File: config.mk
export PLATFORM = sky130hd
export DESIGN_NAME = instr_fetch
export DESIGN_NICKNAME = d
export VERILOG_FILES = /design/src/rtl/instr_fetch.sv
export SDC_FILE = /design/constraint.sdc
export NUM_CORES = 1
export LEC_CHECK = 0
export ABC_AREA = 1
export BUFFER_PORTS_ARGS = -buffer_cell sky130_fd_sc_hd__buf_4
export CAP_MARGIN = 5
export CELL_PAD_IN_SITES_DETAIL_PLACEMENT = 1
export CELL_PAD_IN_SITES_GLOBAL_PLACEMENT = 1
export CORE_MARGIN = 8
export CORE_UTILIZATION = 30
export CTS_CLUSTER_SIZE = 14
export DETAILED_ROUTE_END_ITERATION = 16
export PLACE_DENSITY = 0.78
export SKIP_LAST_GASP = 1
export SLEW_MARGIN = 5
export SYNTH_ARGS = -nofsm -noshare
export SYNTH_HDL_FRONTEND = slang
export SYNTH_SLANG_ARGS = --single-unit
File: constraint.sdc
create_clock -name clk -period 1.2 [get_ports clk]
set_input_delay 0.06 -clock clk [delete_from_list [all_inputs] [get_ports clk]]
set_output_delay 0.06 -clock clk [all_outputs]
set_load 0.01 [all_outputs]
File: src/rtl/instr_fetch.sv
// Two-byte instruction fetch: reads pc_in, bumps the PC via the ARF after each byte, holds the 16-bit word.
// Zero-wait latency is start edge N -> ir_valid from N+4; ir_q is held in HOLD until ir_ready; mem_ack stalls RD states.
module instr_fetch #(
    parameter int TIMEOUT = 16
) (
    input  logic        clk,
    input  logic        rst_n,
    input  logic        start,
    input  logic        flush,
    input  logic [7:0]  pc_in,
    output logic [7:0]  mem_addr,
    output logic        mem_rd,
    input  logic [7:0]  mem_rdata,
    input  logic        mem_ack,
    output logic [1:0]  arf_funsel,
    output logic [3:0]  arf_rsel,
    output logic [15:0] ir_q,
    output logic        ir_valid,
    input  logic        ir_ready,
    output logic        busy,
    output logic        err
);

    localparam logic [2:0] S_IDLE = 3'd0;
    localparam logic [2:0] S_RD0  = 3'd1;
    localparam logic [2:0] S_INC0 = 3'd2;
    localparam logic [2:0] S_RD1  = 3'd3;
    localparam logic [2:0] S_INC1 = 3'd4;
    localparam logic [2:0] S_HOLD = 3'd5;

    localparam int CW = $clog2(TIMEOUT + 1);

    logic [2:0]    state_q, state_d;
    logic [15:0]   ir_d;
    logic          err_q, err_d;
    logic [CW-1:0] cnt_q, cnt_d;
    logic          in_rd, in_inc, timeout_hit;

    assign in_rd       = (state_q == S_RD0) || (state_q == S_RD1);
    assign in_inc      = (state_q == S_INC0) || (state_q == S_INC1);
    // The last permitted wait cycle; an ack arriving in it still wins over the abort.
    assign timeout_hit = (cnt_q == CW'(TIMEOUT - 1));

    always_comb begin
        state_d = state_q;
        ir_d    = ir_q;
        err_d   = err_q;
        cnt_d   = '0;
        case (state_q)
            S_IDLE: begin
                if (start) begin
                    state_d = S_RD0;
                    err_d   = 1'b0;
                end
            end
            S_RD0, S_RD1: begin
                if (mem_ack) begin
                    if (state_q == S_RD0) begin
                        ir_d[7:0] = mem_rdata;
                        state_d   = S_INC0;
                    end else begin
                        ir_d[15:8] = mem_rdata;
                        state_d    = S_INC1;
                    end
                end else if (timeout_hit) begin
                    state_d = S_IDLE;
                    err_d   = 1'b1;
                end else begin
                    cnt_d = cnt_q + CW'(1);
                end
            end
            S_INC0: state_d = S_RD1;
            S_INC1: state_d = S_HOLD;
            S_HOLD: begin
                if (ir_ready) begin
                    state_d = start ? S_RD0 : S_IDLE;
                end
            end
            default: state_d = S_IDLE;
        endcase
        // Flush wins over everything: no capture, no error update.
        if (flush) begin
            state_d = S_IDLE;
            ir_d    = ir_q;
            err_d   = err_q;
            cnt_d   = '0;
        end
    end

    always_ff @(posedge clk or negedge rst_n) begin
        if (!rst_n) begin
            state_q <= S_IDLE;
            ir_q    <= 16'h0000;
            err_q   <= 1'b0;
            cnt_q   <= '0;
        end else begin
            state_q <= state_d;
            ir_q    <= ir_d;
            err_q   <= err_d;
            cnt_q   <= cnt_d;
        end
    end

    // Outputs decode straight from state so reset forces them immediately.
    assign mem_rd     = in_rd && !flush;
    assign mem_addr   = (in_rd && !flush) ? pc_in : 8'h00;
    assign arf_rsel   = (in_inc && !flush) ? 4'b0001 : 4'b0000;
    assign arf_funsel = (in_inc && !flush) ? 2'b11 : 2'b00;
    assign ir_valid   = (state_q == S_HOLD);
    assign busy       = (state_q != S_IDLE);
    assign err        = err_q;

endmodule

==> results.cfg <==
[outcome]
status = finished with violations
violations = setup timing

[setup_path]
worst_setup_path_end_kind = output pin
reg2reg_from = state_q[2]
path_buf_inv = 3
startpoint_type = register
worstSetupPathType = register to output pin
slowest_delay_ns = 0.48
endpoint = arf_funsel[0]
cp_common_cell = buf_6
r2r_slack_ns = -0.15
crit_fanout = 4
reg2regPathDepth = 8
r2r-end = cnt_q[2]
cp_slowest_cell = dfrtp_2
worstPathArrival_ns = 1.38
crit_chain = inv_2 -> buf_6 -> nand3_4 -> a21oi_4 -> buf_6
crit_required_ns = 1.14
cp-startpoint = state_q[0]
cp_top_family = flip-flops
worst-path-stages = 5

[floorplanning]
fp-row-count = 24
initial_core_util_pct = 30.95
dieArea_mm2 = 0.006892
die_x_um = 83.02
die_h_um = 83.02
ios = 56
core_area_mm2 = 0.004354

[sta]
fin_crit_ns = 1.439
finalSetupViolations = 37
hold_violations = 0
rsz0062_at_grt = true
layout_setup_ws_ns = -0.2392
clock_skew_ns = 0.003797
finalSetupTns_ns = -5.512
slew_viol_final = 0
max_freq_ghz = 0.6948
fin_crit_sh_pct = 119.9

[cells_and_area]
fin_util_pct = 51.21
regArea_um2 = 628.1
multiInputGateArea_um2 = 743.2
nFillCells = 508
postLayoutCellArea_mm2 = 0.002230
fin_nets = 256
diodes = 0
layout-drive-gt1-share_pct = 62.93
flow.area_growth_from_synthesis_pct = 65.46

[clock_tree]
cts_root_buffer = clkbuf_8
cts.clk_slew.worst_paths_ns = 0.09
insertion_delay_ns = 0.27
clockBufferDepth = 2
numCtsBuffers = 3
cts_tree = built
clock-sinks = 25
cts.htree.levels = 1

[routing]
viasPerCell = 4.599
first_pass_iters = 3
drtAntennaViolNets = 0
drtIter0Drc = 37
wl_per_cell_um = 15.91
num_vias = 1306
drc_errors = 0
totalWireLength_um = 4518

[global_routing]
grt_pass1_vias = 1405
grt_pass1_wl_um = 6879
grt_max_degree = 26
grt_overflow = 0
antenna_found_initial = 0
track_usage_pct = 11.59

[logic_synthesis]
yosys.cell_types.count = 25
postSynthAreaPerCell_um2 = 8.694
synth_top_area_cell = dfrtp_1
syn-cell-area_mm2 = 0.001348
yosysWarnings = 0
synth-seq-cells = 25
synth_top_area_share_pct = 46.43
yosysSeqAreaShare_pct = 46.43
synth.area.top_cells = dfrtp_1, o21ai_2, nand2_1, inv_1, nor2_1
syn_inst = 155

[power_and_ir_drop]
p_leak_nw = 1.158
finalPower_w = 0.003534
ir_drop_uv = 967.9
cellPowerDensity_mw_per_mm2 = 1585

[min_path]
hold_class = input port to register
min_path_cells = 3

[place]
placed_area_mm2 = 0.001829
port_buffers = 52
place_hpwl_um = 2840
place_ws_ns = -0.06015
place.gp.congestion = 0.7944

[run]
drv_cap = 0
[synthesized netlist by cell type, drive strengths merged]
cell type,instances
buf,7
conb,1
nor3,3
dfrtp,25
inv,29
nand4,1
ha,1
o21bai,1
o21ai,18
a21oi,4
nand3,8
nor3b,1
nor2,19
xor2,1
nand2,36
[metrics by stage]
stage                     hold WS [ns]  cells
after floorplan                -0.2356    157
after global placement        -0.01080    264
after detailed placement      -0.01190    264
after CTS                      0.06460    278
after global routing           0.07538    284
final                          0.05736    284
[tightest hold or removal path, cell delays in order]
cell and delay, ns:
buf_4 0.08, inv_1 0.05, o21ai_2 0.12
[flip-flops by register name, indices dropped and copies added (netlist names)]
name	count
err	1
ir_q	16
state_q	3
cnt_q	5
[layer usage]
layer	GRT usage (%)	vias up	wire (µm)
met5	0	-	0
li1	-	628	-
met4	2.875	0	87
met3	4.785	8	347
met2	18.60	48	2253
met1	13.95	622	1829
[cells in the final DEF, fill, tap and decap left out, types with 2 or more instances in the layout]
master    Yosys  layout
buf_6         2      11
nand2_4       3       5
inv_2         5       6
o21ai_2      16      16
clkbuf_8      0       3
buf_4         5      61
conb_1        1       3
inv_1        23      22
nor3_2        1       2
nor2_4        1       9
o21ai_0       2       2
nand3_1       8       5
nor2_2        0       7
nand3_4       0       2
a21oi_1       4       3
dfrtp_2       0       2
nand2_2       2      11
dfrtp_1      25      23
nor2_1       17       2
nand2_1      31      21
[repair_timing]
| item | in CTS | in global routing |
|---|---|---|
| hold endpoints to repair | 25 | 0 |
| hold buffers | 1 | 0 |
| setup endpoints to repair | 26 | 39 |
| pin swaps | 6 | 4 |
| gates cloned | 1 | 2 |
| setup buffers | 8 | 4 |
| gates resized for setup | 32 | 29 |
[kinds of logic (layout without fill, tap and decap cells)]
kind of cell | count (synthesis) | count (layout) | synth area share (%)
AO/OA/AOI/OAI | 23 | 23 | 13.18
XOR/XNOR | 1 | 1 | 0.6501
adder cells (fa/ha/maj) | 1 | 1 | 0.9284
buffers and inverters | 36 | 109 | 12.72
flip-flops | 25 | 25 | 46.43
other | 1 | 3 | 0.2783
AND/OR/NAND/NOR | 68 | 70 | 25.81
[cell type report]
class | count | area share [%]
multi-input combinational | 98 | 33.33
sequential | 25 | 28.17
timing repair buffer | 75 | 28.11
inverter | 29 | 5.107
tap | 52 | 2.918
clock buffer | 3 | 1.852
timing repair inverter | 1 | 0.2806
clock inverter | 1 | 0.2245
[power by group]
part	leakage (nW)	internal [W]	switching [W]	total (W)
Clock	0.0255	0.000233	0.000292	0.000525
Combinational	0.809	0.000871	0.000825	0.00170
Sequential	0.323	0.00111	0.000201	0.00131
Total	1.16	0.00222	0.00132	0.00353
[worst min path at each step]
stage	start	end
floorplan	rst_n	cnt_q[0]
global placement	rst_n	ir_q[2]
detailed placement	rst_n	ir_q[2]
CTS	mem_rdata[3]	ir_q[3]
global route	flush	state_q[2]
finish	mem_rdata[4]	ir_q[12]
No activity file was read; power rests on OpenSTA's default activity.
